File: src/rtl/sd_slot_pkg.sv
// Shared types and register map for the SD slot controller.
// State codes are architectural: firmware reads them from STATUS[6:4].
package sd_slot_pkg;

    typedef enum logic [2:0] {
        S_EMPTY   = 3'd0,
        S_DEB_IN  = 3'd1,
        S_POWERUP = 3'd2,
        S_READY   = 3'd3,
        S_DEB_OUT = 3'd4,
        S_PWROFF  = 3'd5
    } slot_state_t;

    localparam logic [1:0] REG_STATUS = 2'd0;
    localparam logic [1:0] REG_CTRL   = 2'd1;

    localparam int ST_INS_EV    = 0;
    localparam int ST_REM_EV    = 1;
    localparam int ST_READY     = 2;
    localparam int ST_PRESENT   = 3;
    localparam int ST_STATE_LSB = 4;

    localparam int CT_INS_IE  = 0;
    localparam int CT_REM_IE  = 1;
    localparam int CT_PWR_CYC = 2;

    function automatic int max3(input int a, input int b, input int c);
        int m;
        m = (a > b) ? a : b;
        return (m > c) ? m : c;
    endfunction

endpackage

File: src/rtl/sync_2ff.sv
// Two-flop synchroniser for a single asynchronous level.
module sync_2ff #(
    parameter logic RESET_VAL = 1'b0
) (
    input  logic clk,
    input  logic reset_l,
    input  logic i_d,
    output logic o_q
);

    logic r_meta;
    logic r_sync;

    // NOTE: non-blocking assignments so the second flop takes the first flop's pre-edge value.
    always_ff @(posedge clk or negedge reset_l) begin
        if (!reset_l) begin
            r_meta <= RESET_VAL;
            r_sync <= RESET_VAL;
        end else begin
            r_meta <= i_d;
            r_sync <= r_meta;
        end
    end

    assign o_q = r_sync;

endmodule

File: src/rtl/sd_slot_ctrl.sv
// SD socket controller: debounced card detect, power sequencing, SPI chip-select gating,
// and a small register block with W1C insert/remove events.
module sd_slot_ctrl
    import sd_slot_pkg::*;
#(
    parameter int DEBOUNCE_CYCLES = 500000,
    parameter int SETTLE_CYCLES   = 1000000,
    parameter int OFF_CYCLES      = 250000
) (
    input  logic        clk,
    input  logic        reset_l,
    input  logic        select,
    input  logic [1:0]  addr,
    input  logic [3:0]  we,
    input  logic [31:0] wdata,
    output logic [31:0] rdata,
    output logic        irq,
    input  logic        sd_present_l,
    output logic        sd_power_en,
    input  logic        spi_cs_l,
    output logic        sd_cs_l
);

    localparam int CNT_MAX = max3(DEBOUNCE_CYCLES, SETTLE_CYCLES, OFF_CYCLES);
    localparam int CNT_W   = (CNT_MAX > 1) ? $clog2(CNT_MAX) : 1;

    localparam logic [CNT_W-1:0] DEB_LAST = CNT_W'(DEBOUNCE_CYCLES - 1);
    localparam logic [CNT_W-1:0] SET_LAST = CNT_W'(SETTLE_CYCLES - 1);
    localparam logic [CNT_W-1:0] OFF_LAST = CNT_W'(OFF_CYCLES - 1);

    slot_state_t      r_state;
    slot_state_t      w_next;
    logic [CNT_W-1:0] r_cnt;
    logic             w_present;
    logic             w_counting;
    logic             w_ins_set;
    logic             w_rem_set;
    logic             r_ins_ev;
    logic             r_rem_ev;
    logic             r_ins_ie;
    logic             r_rem_ie;
    logic             r_irq;
    logic             w_wr_status;
    logic             w_wr_ctrl;
    logic             w_pwr_req;
    logic             w_unused;

    sync_2ff #(.RESET_VAL(1'b0)) u_present_sync (
        .clk     (clk),
        .reset_l (reset_l),
        .i_d     (~sd_present_l),
        .o_q     (w_present)
    );

    assign w_wr_status = select & we[0] & (addr == REG_STATUS);
    assign w_wr_ctrl   = select & we[0] & (addr == REG_CTRL);
    assign w_pwr_req   = w_wr_ctrl & wdata[CT_PWR_CYC];
    assign w_unused    = &{1'b0, we[3:1], wdata[31:3]};

    always_ff @(posedge clk or negedge reset_l) begin
        if (!reset_l) r_state <= S_EMPTY;
        else          r_state <= w_next;
    end

    // NOTE: every output of this block is defaulted first so no path through the case infers a latch.
    always_comb begin
        w_next      = r_state;
        w_counting  = 1'b0;
        w_ins_set   = 1'b0;
        w_rem_set   = 1'b0;
        sd_power_en = 1'b0;
        sd_cs_l     = 1'b1;
        case (r_state)
            S_EMPTY: begin
                if (w_present) w_next = S_DEB_IN;
            end
            S_DEB_IN: begin
                w_counting = 1'b1;
                if (!w_present)             w_next = S_EMPTY;
                else if (r_cnt == DEB_LAST) w_next = S_POWERUP;
            end
            S_POWERUP: begin
                w_counting  = 1'b1;
                sd_power_en = 1'b1;
                if (!w_present) begin
                    w_next = S_EMPTY;
                end else if (r_cnt == SET_LAST) begin
                    w_next    = S_READY;
                    w_ins_set = 1'b1;
                end
            end
            S_READY: begin
                sd_power_en = 1'b1;
                sd_cs_l     = spi_cs_l;
                if (!w_present)     w_next = S_DEB_OUT;
                else if (w_pwr_req) w_next = S_PWROFF;
            end
            S_DEB_OUT: begin
                // The card keeps power and bus access until the removal is confirmed.
                w_counting  = 1'b1;
                sd_power_en = 1'b1;
                sd_cs_l     = spi_cs_l;
                if (w_present) begin
                    w_next = S_READY;
                end else if (r_cnt == DEB_LAST) begin
                    w_next    = S_EMPTY;
                    w_rem_set = 1'b1;
                end
            end
            S_PWROFF: begin
                w_counting = 1'b1;
                if (r_cnt == OFF_LAST) w_next = w_present ? S_POWERUP : S_EMPTY;
            end
            default: w_next = S_EMPTY;
        endcase
    end

    always_ff @(posedge clk or negedge reset_l) begin
        if (!reset_l)                            r_cnt <= '0;
        else if (w_next != r_state)              r_cnt <= '0;
        else if (w_counting && (r_cnt != '1))    r_cnt <= r_cnt + CNT_W'(1);
    end

    // A new event takes priority over a W1C landing in the same cycle.
    always_ff @(posedge clk or negedge reset_l) begin
        if (!reset_l) begin
            r_ins_ev <= 1'b0;
            r_rem_ev <= 1'b0;
            r_ins_ie <= 1'b0;
            r_rem_ie <= 1'b0;
            r_irq    <= 1'b0;
        end else begin
            r_ins_ev <= w_ins_set | (r_ins_ev & ~(w_wr_status & wdata[ST_INS_EV]));
            r_rem_ev <= w_rem_set | (r_rem_ev & ~(w_wr_status & wdata[ST_REM_EV]));
            if (w_wr_ctrl) begin
                r_ins_ie <= wdata[CT_INS_IE];
                r_rem_ie <= wdata[CT_REM_IE];
            end
            r_irq <= (r_ins_ev & r_ins_ie) | (r_rem_ev & r_rem_ie);
        end
    end

    assign irq = r_irq;

    always_comb begin
        rdata = '0;
        case (addr)
            REG_STATUS: begin
                rdata[ST_INS_EV]             = r_ins_ev;
                rdata[ST_REM_EV]             = r_rem_ev;
                rdata[ST_READY]              = (r_state == S_READY);
                rdata[ST_PRESENT]            = w_present;
                rdata[ST_STATE_LSB +: 3]     = r_state;
            end
            REG_CTRL: begin
                rdata[CT_INS_IE] = r_ins_ie;
                rdata[CT_REM_IE] = r_rem_ie;
            end
            default: rdata = '0;
        endcase
    end

endmodule

File: config.mk
export PLATFORM = sky130hd
export DESIGN_NAME = sd_slot_ctrl
export DESIGN_NICKNAME = d
export VERILOG_FILES = /design/src/rtl/sd_slot_pkg.sv /design/src/rtl/sync_2ff.sv /design/src/rtl/sd_slot_ctrl.sv
export SDC_FILE = /design/constraint.sdc
export NUM_CORES = 1
export LEC_CHECK = 0
export ABC_AREA = 1
export BUFFER_PORTS_ARGS = -buffer_cell sky130_fd_sc_hd__buf_4
export CAP_MARGIN = 20
export CORE_MARGIN = 5
export CORE_UTILIZATION = 23
export CTS_BUF_LIST = sky130_fd_sc_hd__clkbuf_8
export CTS_CLUSTER_DIAMETER = 150
export DETAILED_ROUTE_END_ITERATION = 16
export SYNTH_ARGS = -nofsm -noshare
export SYNTH_HDL_FRONTEND = slang
export SYNTH_HIERARCHICAL = 1
export SYNTH_SLANG_ARGS = --single-unit
File: constraint.sdc
create_clock -name clk -period 2 [get_ports clk]
set_clock_uncertainty 0.05 [all_clocks]
set_input_delay 0.1 -clock clk [delete_from_list [all_inputs] [get_ports clk]]
set_output_delay 0.1 -clock clk [all_outputs]
set_load 0.05 [all_outputs]
==> results of run 1 <==
-- repair_timing --
| item | 4_1_cts | 5_1_grt |
|---|---|---|
| resized for setup | 0 | 12 |
| hold buffers | 2 | 0 |
| endpoints found under the hold margin | 31 | 0 |
| buffers inserted | 0 | 3 |
| endpoints found under the setup margin | 0 | 20 |
-- cell type report --
cell class | instances | area (µm²)
Sequential cell | 30 | 754
Tap cell | 129 | 161
Multi-Input combinational cell | 221 | 1180
Clock buffer | 8 | 110
Timing Repair Buffer | 27 | 233
Inverter | 43 | 161
Fill cell | 991 | 6640
-- cells in the final DEF (no fill, tap or decap), types with 2 or more instances in the layout --
cell	n
a21oi_2	2
buf_12	2
buf_4	23
clkbuf_8	8
conb_1	25
dfrtp_1	27
dfrtp_2	3
dlygate4sd3_1	2
inv_1	33
inv_2	10
nand2_1	52
nand2_2	6
nand3_1	23
nand3_2	5
nand4_1	2
nor2_1	34
nor2_2	28
nor3_1	6
o21ai_0	6
o22ai_1	3
o31ai_1	2
xnor2_1	2
xor2_1	14
-- Yosys cell counts --
cell type / number / area (µm²)
o21bai_2: 1 / 11.3
nor3_4: 1 / 16.3
nand4_1: 2 / 12.5
inv_1: 34 / 128
xnor2_1: 2 / 17.5
a21oi_1: 1 / 5.00
buf_6: 2 / 22.5
nand2_2: 6 / 37.5
ha_1: 1 / 12.5
nand4_2: 1 / 12.5
a21oi_2: 2 / 17.5
inv_2: 9 / 33.8
nand2_4: 1 / 11.3
nand3_1: 24 / 120
o21ai_0: 6 / 30.0
o21bai_1: 1 / 7.51
buf_4: 25 / 188
nand2_1: 52 / 195
nor2_1: 38 / 143
conb_1: 1 / 3.75
dfrtp_1: 30 / 751
nor2_2: 25 / 156
xor2_2: 1 / 16.3
o22ai_1: 3 / 18.8
nor3_1: 7 / 35.0
o21ai_1: 1 / 5.00
xor2_1: 14 / 123
o31ai_1: 2 / 15.0
nand3_2: 4 / 40.0
-- cell families after synthesis --
kind of cell               Yosys count  share of synthesized area, %
AOI/OAI and AO/OA                   17                          5.04
xor gates and xnor gates            17                          7.16
adders and majority gates            1                         0.573
buffers and inverters               70                          17.0
DFF                                 30                          34.4
other                                1                         0.172
and+or+nand+nor                    161                          35.7
-- layer usage --
metal / routed length [µm] / share of wire [%] / GRT usage (%) / vias to the layer above
li1: - / - / - / 929
met1: 1980 / 44 / 9.43 / 861
met2: 2300 / 51 / 14.6 / 30
met3: 163 / 3.6 / 1.32 / 6
met4: 95 / 2.1 / 4.87 / 0
met5: 0 / 0 / 0 / -
-- state kept, by name (all words and copies together) (netlist names) --
| signal | count |
|---|---|
| r_rem_ie | 1 |
| u_present_sync/r_meta | 1 |
| r_ins_ie | 1 |
| u_present_sync/o_q | 1 |
| r_state | 3 |
| r_rem_ev | 1 |
| irq | 1 |
| r_ins_ev | 1 |
| r_cnt | 20 |
-- power breakdown --
group	switching [mW]	leakage, nW	internal, mW
sequential	0.0135	0.401	0.632
combinational	0.222	0.763	0.0726
clock	0.231	0.0575	0.347
-- worst reg2reg max path, delay by kind of cell, from the launching register on --
kind / cells / cell delay (ns)
xor+xnor: 1 / 0.19
fa+ha+maj: 1 / 0.20
buf+inv: 2 / 0.17
flops: 1 / 0.36
simple gates: 7 / 0.75
-- final timing paths --
kind | from | endpoint | slack (ns) | cells past startpoint
hold reg to reg | u_present_sync/r_meta | u_present_sync/o_q | 0.30 | 0
hold / removal | wdata[0] | r_ins_ie | 0.05 | 3
setup reg to reg | r_cnt[1] | r_cnt[18] | 0.15 | 11
max in group asynchronous | reset_l | r_cnt[6] | 1.35 | 2
setup / recovery | r_cnt[1] | r_cnt[18] | 0.15 | 11
min in group asynchronous | reset_l | r_cnt[8] | 0.24 | 2
==> impl_metrics.toml, run 1 <==
[status]
status = "complete, no violations"

[place]
dpl.hpwl_um = 3570
dp_cells = 445
place_ws_ns = 0.0295
placed_cell_area_um2 = 2420
gp_congestion = 0.877
io_buffers = 20

[timing]
rsz0062_at_grt = "yes"
setup-violations-final = 0
setup_tns_ns = 0
min_period_ns = 1.85
hold-worst-slack_ns = 0.0466
maxSlewViolCount = 0
fmax_mhz = 542
setup_slack_ns = 0.154
hold_violations = 0
fin_crit_sh_pct = 92.3

[setup_path]
startpoint_type = "flip-flop"
arrival_ns = 1.96
crit_family = "simple AND/OR/NAND/NOR gates"
timing.critical_path.cells = "ha_2, inv_1, nor2_2, nand2_1, nor2_1, nand2_1, nand2_2, inv_2, nand3_1, xor2_1, nor2_2"
crit_required_ns = 2.12
cp-end-kind = "flip-flop"
path_class = "flip-flop to flip-flop"
critPathMaxStageDelay_ns = 0.36
worst_path_max_delay_cell = "dfrtp_1"
worst-path-buf-inv = 2
path_max_fanout = 7

[route]
routed_wl_um = 4540
drc = 0
dr.pass1.iters = 4
wl_per_cell_um = 9.91
drtIter0Drc = 91
vias_per_cell = 3.99
drtAntennaViolNets = 0
vias = 1826

[clocking]
cts_sinks = 30
path_clk_slew_ns = 0.06
cts_buffers = 5
clk_latency_ns = 0.28
cts_tree = "built"
htreeDepth = 2
clk_path_buf_depth = 2
clock-root-buffer = "clkbuf_8"

[finish]
final_core_util_pct = 28.1
final_area_um2 = 2600
drive_gt1_share_pct = 28.9
fin_cells = 458
layout.nets = 372
syn2layout_area_growth_pct = 19.0
antenna_cells = 0

[min_path]
hold_path_class = "input port to flip-flop"

[power]
p_leak_nw = 1.22
p_per_area_nw_per_um2 = 584
irDropWorstVdd_mv = 0.295
total_power_mw = 1.52

[global_routing]
grt_overflow = 0
grt_antenna_before_repair = 0
grt_pass1_wl_um = 7690
grt_max_degree = 31
grt_use_total_pct = 8.30
grt_pass1_vias = 1756

[logic_synthesis]
ys_ff_latch = 30
yosysUniqueCellTypes = 29
ys_seq_area_share_pct = 34.4
syn_area_um2 = 2180
syn_area_per_cell_um2 = 7.36
yosysWarnings = 6
synthCells = 297

[die]
fp.coreArea_um2 = 9240
io-pin-count = 78
die-area_um2 = 11500
rows = 35
die_w_um = 107
die_y_um = 107
start_util_pct = 23.6

[flow_run]
drv_cap = 0
Power figures use the tool's default switching activity.
==> inputs of run 2 (changes only) <==
--- a/config.mk
+++ b/config.mk
@@ -5,7 +5,6 @@
 export SDC_FILE = /design/constraint.sdc
 export NUM_CORES = 1
 export LEC_CHECK = 0
-export ABC_AREA = 1
 export BUFFER_PORTS_ARGS = -buffer_cell sky130_fd_sc_hd__buf_4
 export CAP_MARGIN = 20
 export CORE_MARGIN = 5
==> run 2 against run 1 <==
Against the previous run: the run now ends with setup timing left; synthesized cell count is 21% lower; area after synthesis is 6.5% lower; core utilization is 4.9 points higher; critical path depth is 3 lower.
==> impl_metrics.toml, run 2 <==
[place]
dpl.hpwl_um = 3780
place_ws_ns = -0.424
placed_cell_area_um2 = 2520
gp_congestion = 0.836
io_buffers = 20
dp_cells = 390

[die]
die_y_um = 104
die-area_um2 = 10900
start_util_pct = 23.5
rows = 34
die_w_um = 104
io-pin-count = 78
fp.coreArea_um2 = 8680

[logic_synthesis]
yosysUniqueCellTypes = 49
synth_top_area_share_pct = 36.7
synth-simple-area-share_pct = 29.3
synthAdderAreaFrac_pct = 0.612
yosys.area.top_type = "dfrtp_1"
syn_area_um2 = 2040
syn_area_per_cell_um2 = 8.73
ys_seq_area_share_pct = 36.7
synthArstFlopShare_pct = 100
yosysWarnings = 6
synth_top_family_by_area = "simple AND/OR/NAND/NOR gates"
synth_enable_flop_cells = 0
synth_xor_area_share_pct = 7.72
ys.flop_type = "dfrtp_1"
synthCells = 234
ys_ff_latch = 30
yosysMostFrequentCell = "dfrtp_1"
synthMuxAreaShare_pct = 1.47
synth_common_cells = "dfrtp_1, buf_4, nor3_1"
synth-compound-area-share_pct = 10.5
synthTopCellsByArea = "dfrtp_1, buf_4, nor3_1, xor2_1, nand2_1"

[setup_path]
reg2reg_slack_ns = -0.49
arrival_ns = 2.62
startpoint_type = "flip-flop"
path_class = "flip-flop to flip-flop"
timing.critical_path.cells = "or4b_4, or4_4, o311ai_4, nand3_1, a22oi_2, buf_6, clkbuf_16, nor3_1"
crit_required_ns = 2.13
timing.rr.start = "r_cnt[5]"
worst_path_max_delay_cell = "or4_4"
worst-r2r-cell-count = 8
cp-end-kind = "flip-flop"
critPathMaxStageDelay_ns = 0.56
timing.rr.end = "r_cnt[2]"
crit_family = "simple AND/OR/NAND/NOR gates"
worst-path-buf-inv = 2
path_max_fanout = 5

[status]
failed_checks = "setup timing"
status = "finished, violations left"

[timing]
hold_violations = 0
tightest_slew_ns = 0.853
fin_crit_sh_pct = 125
maxSlewViolCount = 0
min_period_ns = 2.49
setup-violations-final = 23
setup_slack_ns = -0.492
fmax_mhz = 401
hold-worst-slack_ns = 0.116
worst_slew_margin_rel_pct = 42.7
rsz0062_at_grt = "yes"

[route]
drc = 0
drtIter0Drc = 125
top_layer_used = "met4"
wl_per_cell_um = 13.5
vias = 1941
wl_met3_um = 367
routed_wl_um = 5560
dr.pass1.iters = 4
dr_wl_met2_um = 2700
vias_per_cell = 4.70
drtAntennaViolNets = 0
drt-met1-wl_um = 2420

[power]
irDropWorstVdd_mv = 0.271
p_per_area_nw_per_um2 = 690
p_leak_nw = 1.28

[clocking]
cts_tree = "built"
path_clk_slew_ns = 0.07
cts_buffers = 5
clock-root-buffer = "clkbuf_8"
htreeDepth = 2
clk_path_buf_depth = 2
clk_latency_ns = 0.29
cts_sinks = 30

[global_routing]
grt_antenna_before_repair = 0
grt_pass1_vias = 1757
grt_max_degree = 31
grt_pass1_wl_um = 8690
grt_overflow = 0
grt_use_total_pct = 9.55

[finish]
largest_reg_flops = 20
final_core_util_pct = 33.0
regMostFlops = "r_cnt"
layout.nets = 348
mostFrequentLayoutCell = "buf_4"
final_area_um2 = 2870
final.fill_count = 905
reg_top3 = "r_cnt (20), r_state (3)"
fin_cells = 413
antenna_cells = 0
most-common-layout-cells = "buf_4, dfrtp_1, conb_1"
drive_gt1_share_pct = 32.8
syn2layout_area_growth_pct = 40.4

[flow_run]
drv_cap = 0

[min_path]
hold_path_class = "input port to flip-flop"
min-delay-start = "we[0]"
holdPathStages = 4
hold-path-endpoint = "r_ins_ev"
==> run 2: cell count changes in the layout (fill, tap and decap cells not counted), moves of 10 or more <==
cell | previous run | this run
inv_2 | 10 | 0
nor2_2 | 28 | 0
nand2_1 | 52 | 19
nor2_1 | 34 | 11
nand3_1 | 23 | 11
inv_1 | 33 | 4
nor3_1 | 6 | 21
buf_4 | 23 | 63
==> run 2: power breakdown <==
part           internal (mW)  switching (mW)  leakage (nW)  total (mW)
sequential             0.652          0.0296         0.406       0.682
combinational          0.261           0.423         0.820       0.684
clock                  0.366           0.246        0.0579       0.612
total                   1.28           0.698          1.28        1.98
==> run 2: how the worst max path moves through the flow <==
| stage | to | start | cells after the start | slack, ns |
|---|---|---|---|---|
| 2_1_floorplan | r_cnt[5] | r_cnt[5] | 7 | -0.34 |
| 3_3_place_gp | r_cnt[5] | r_cnt[5] | 7 | -0.42 |
| 3_5_place_dp | r_cnt[11] | r_cnt[5] | 7 | -0.42 |
| 4_1_cts | r_cnt[0] | r_cnt[5] | 7 | -0.45 |
| 5_1_grt | r_cnt[6] | r_cnt[5] | 8 | -0.56 |
| 6_report | r_cnt[2] | r_cnt[5] | 8 | -0.49 |
==> run 2: tightest hold or removal path, delay by kind of cell <==
kind	cells	cell delay (ns)
buf+inv	1	0.12
compound gates	1	0.06
simple gates	2	0.13
==> run 2: per-stage QoR <==
step                total power, mW  setup TNS (ns)
finish                         1.98          -10.42
global route                   2.08          -11.81
CTS                            1.90           -9.24
detailed placement             1.28           -8.58
global placement               1.27           -8.41
floorplan                      1.15           -6.76
==> run 2: area by class of cell <==
cell class              instances  area [µm²]  area share (%)
repair buffers                 75         657            22.9
inverters                       4        15.0           0.524
multi-input cells             188        1200            41.9
clock buffers                   5        68.8            2.40
well taps                     108         135            4.71
clock inverters                 3        40.0            1.40
flip-flops and latches         30         751            26.2
==> run 2: cell families after synthesis <==
family          count (synthesis)
simple gates                  110
buf+inv                        40
compound gates                 31
flops                          30
xor+xnor                       18
mux                             3
fa+ha+maj                       1
other cells                     1
==> run 2: repair_timing <==
item	4_1_cts	5_1_grt
gates cloned	0	3
buffers inserted	4	4
pin swaps	1	2
setup endpoints to repair	23	23
resized for setup	8	5
hold buffers	4	0
endpoints found under the hold margin	33	0
==> run 2: metal layers <==
layer  vias up  global-route usage (%)
met3         9                    3.10
met5         -                       0
met1       930                    12.5
met2        71                    15.3
met4         0                    2.22
li1        931                       -
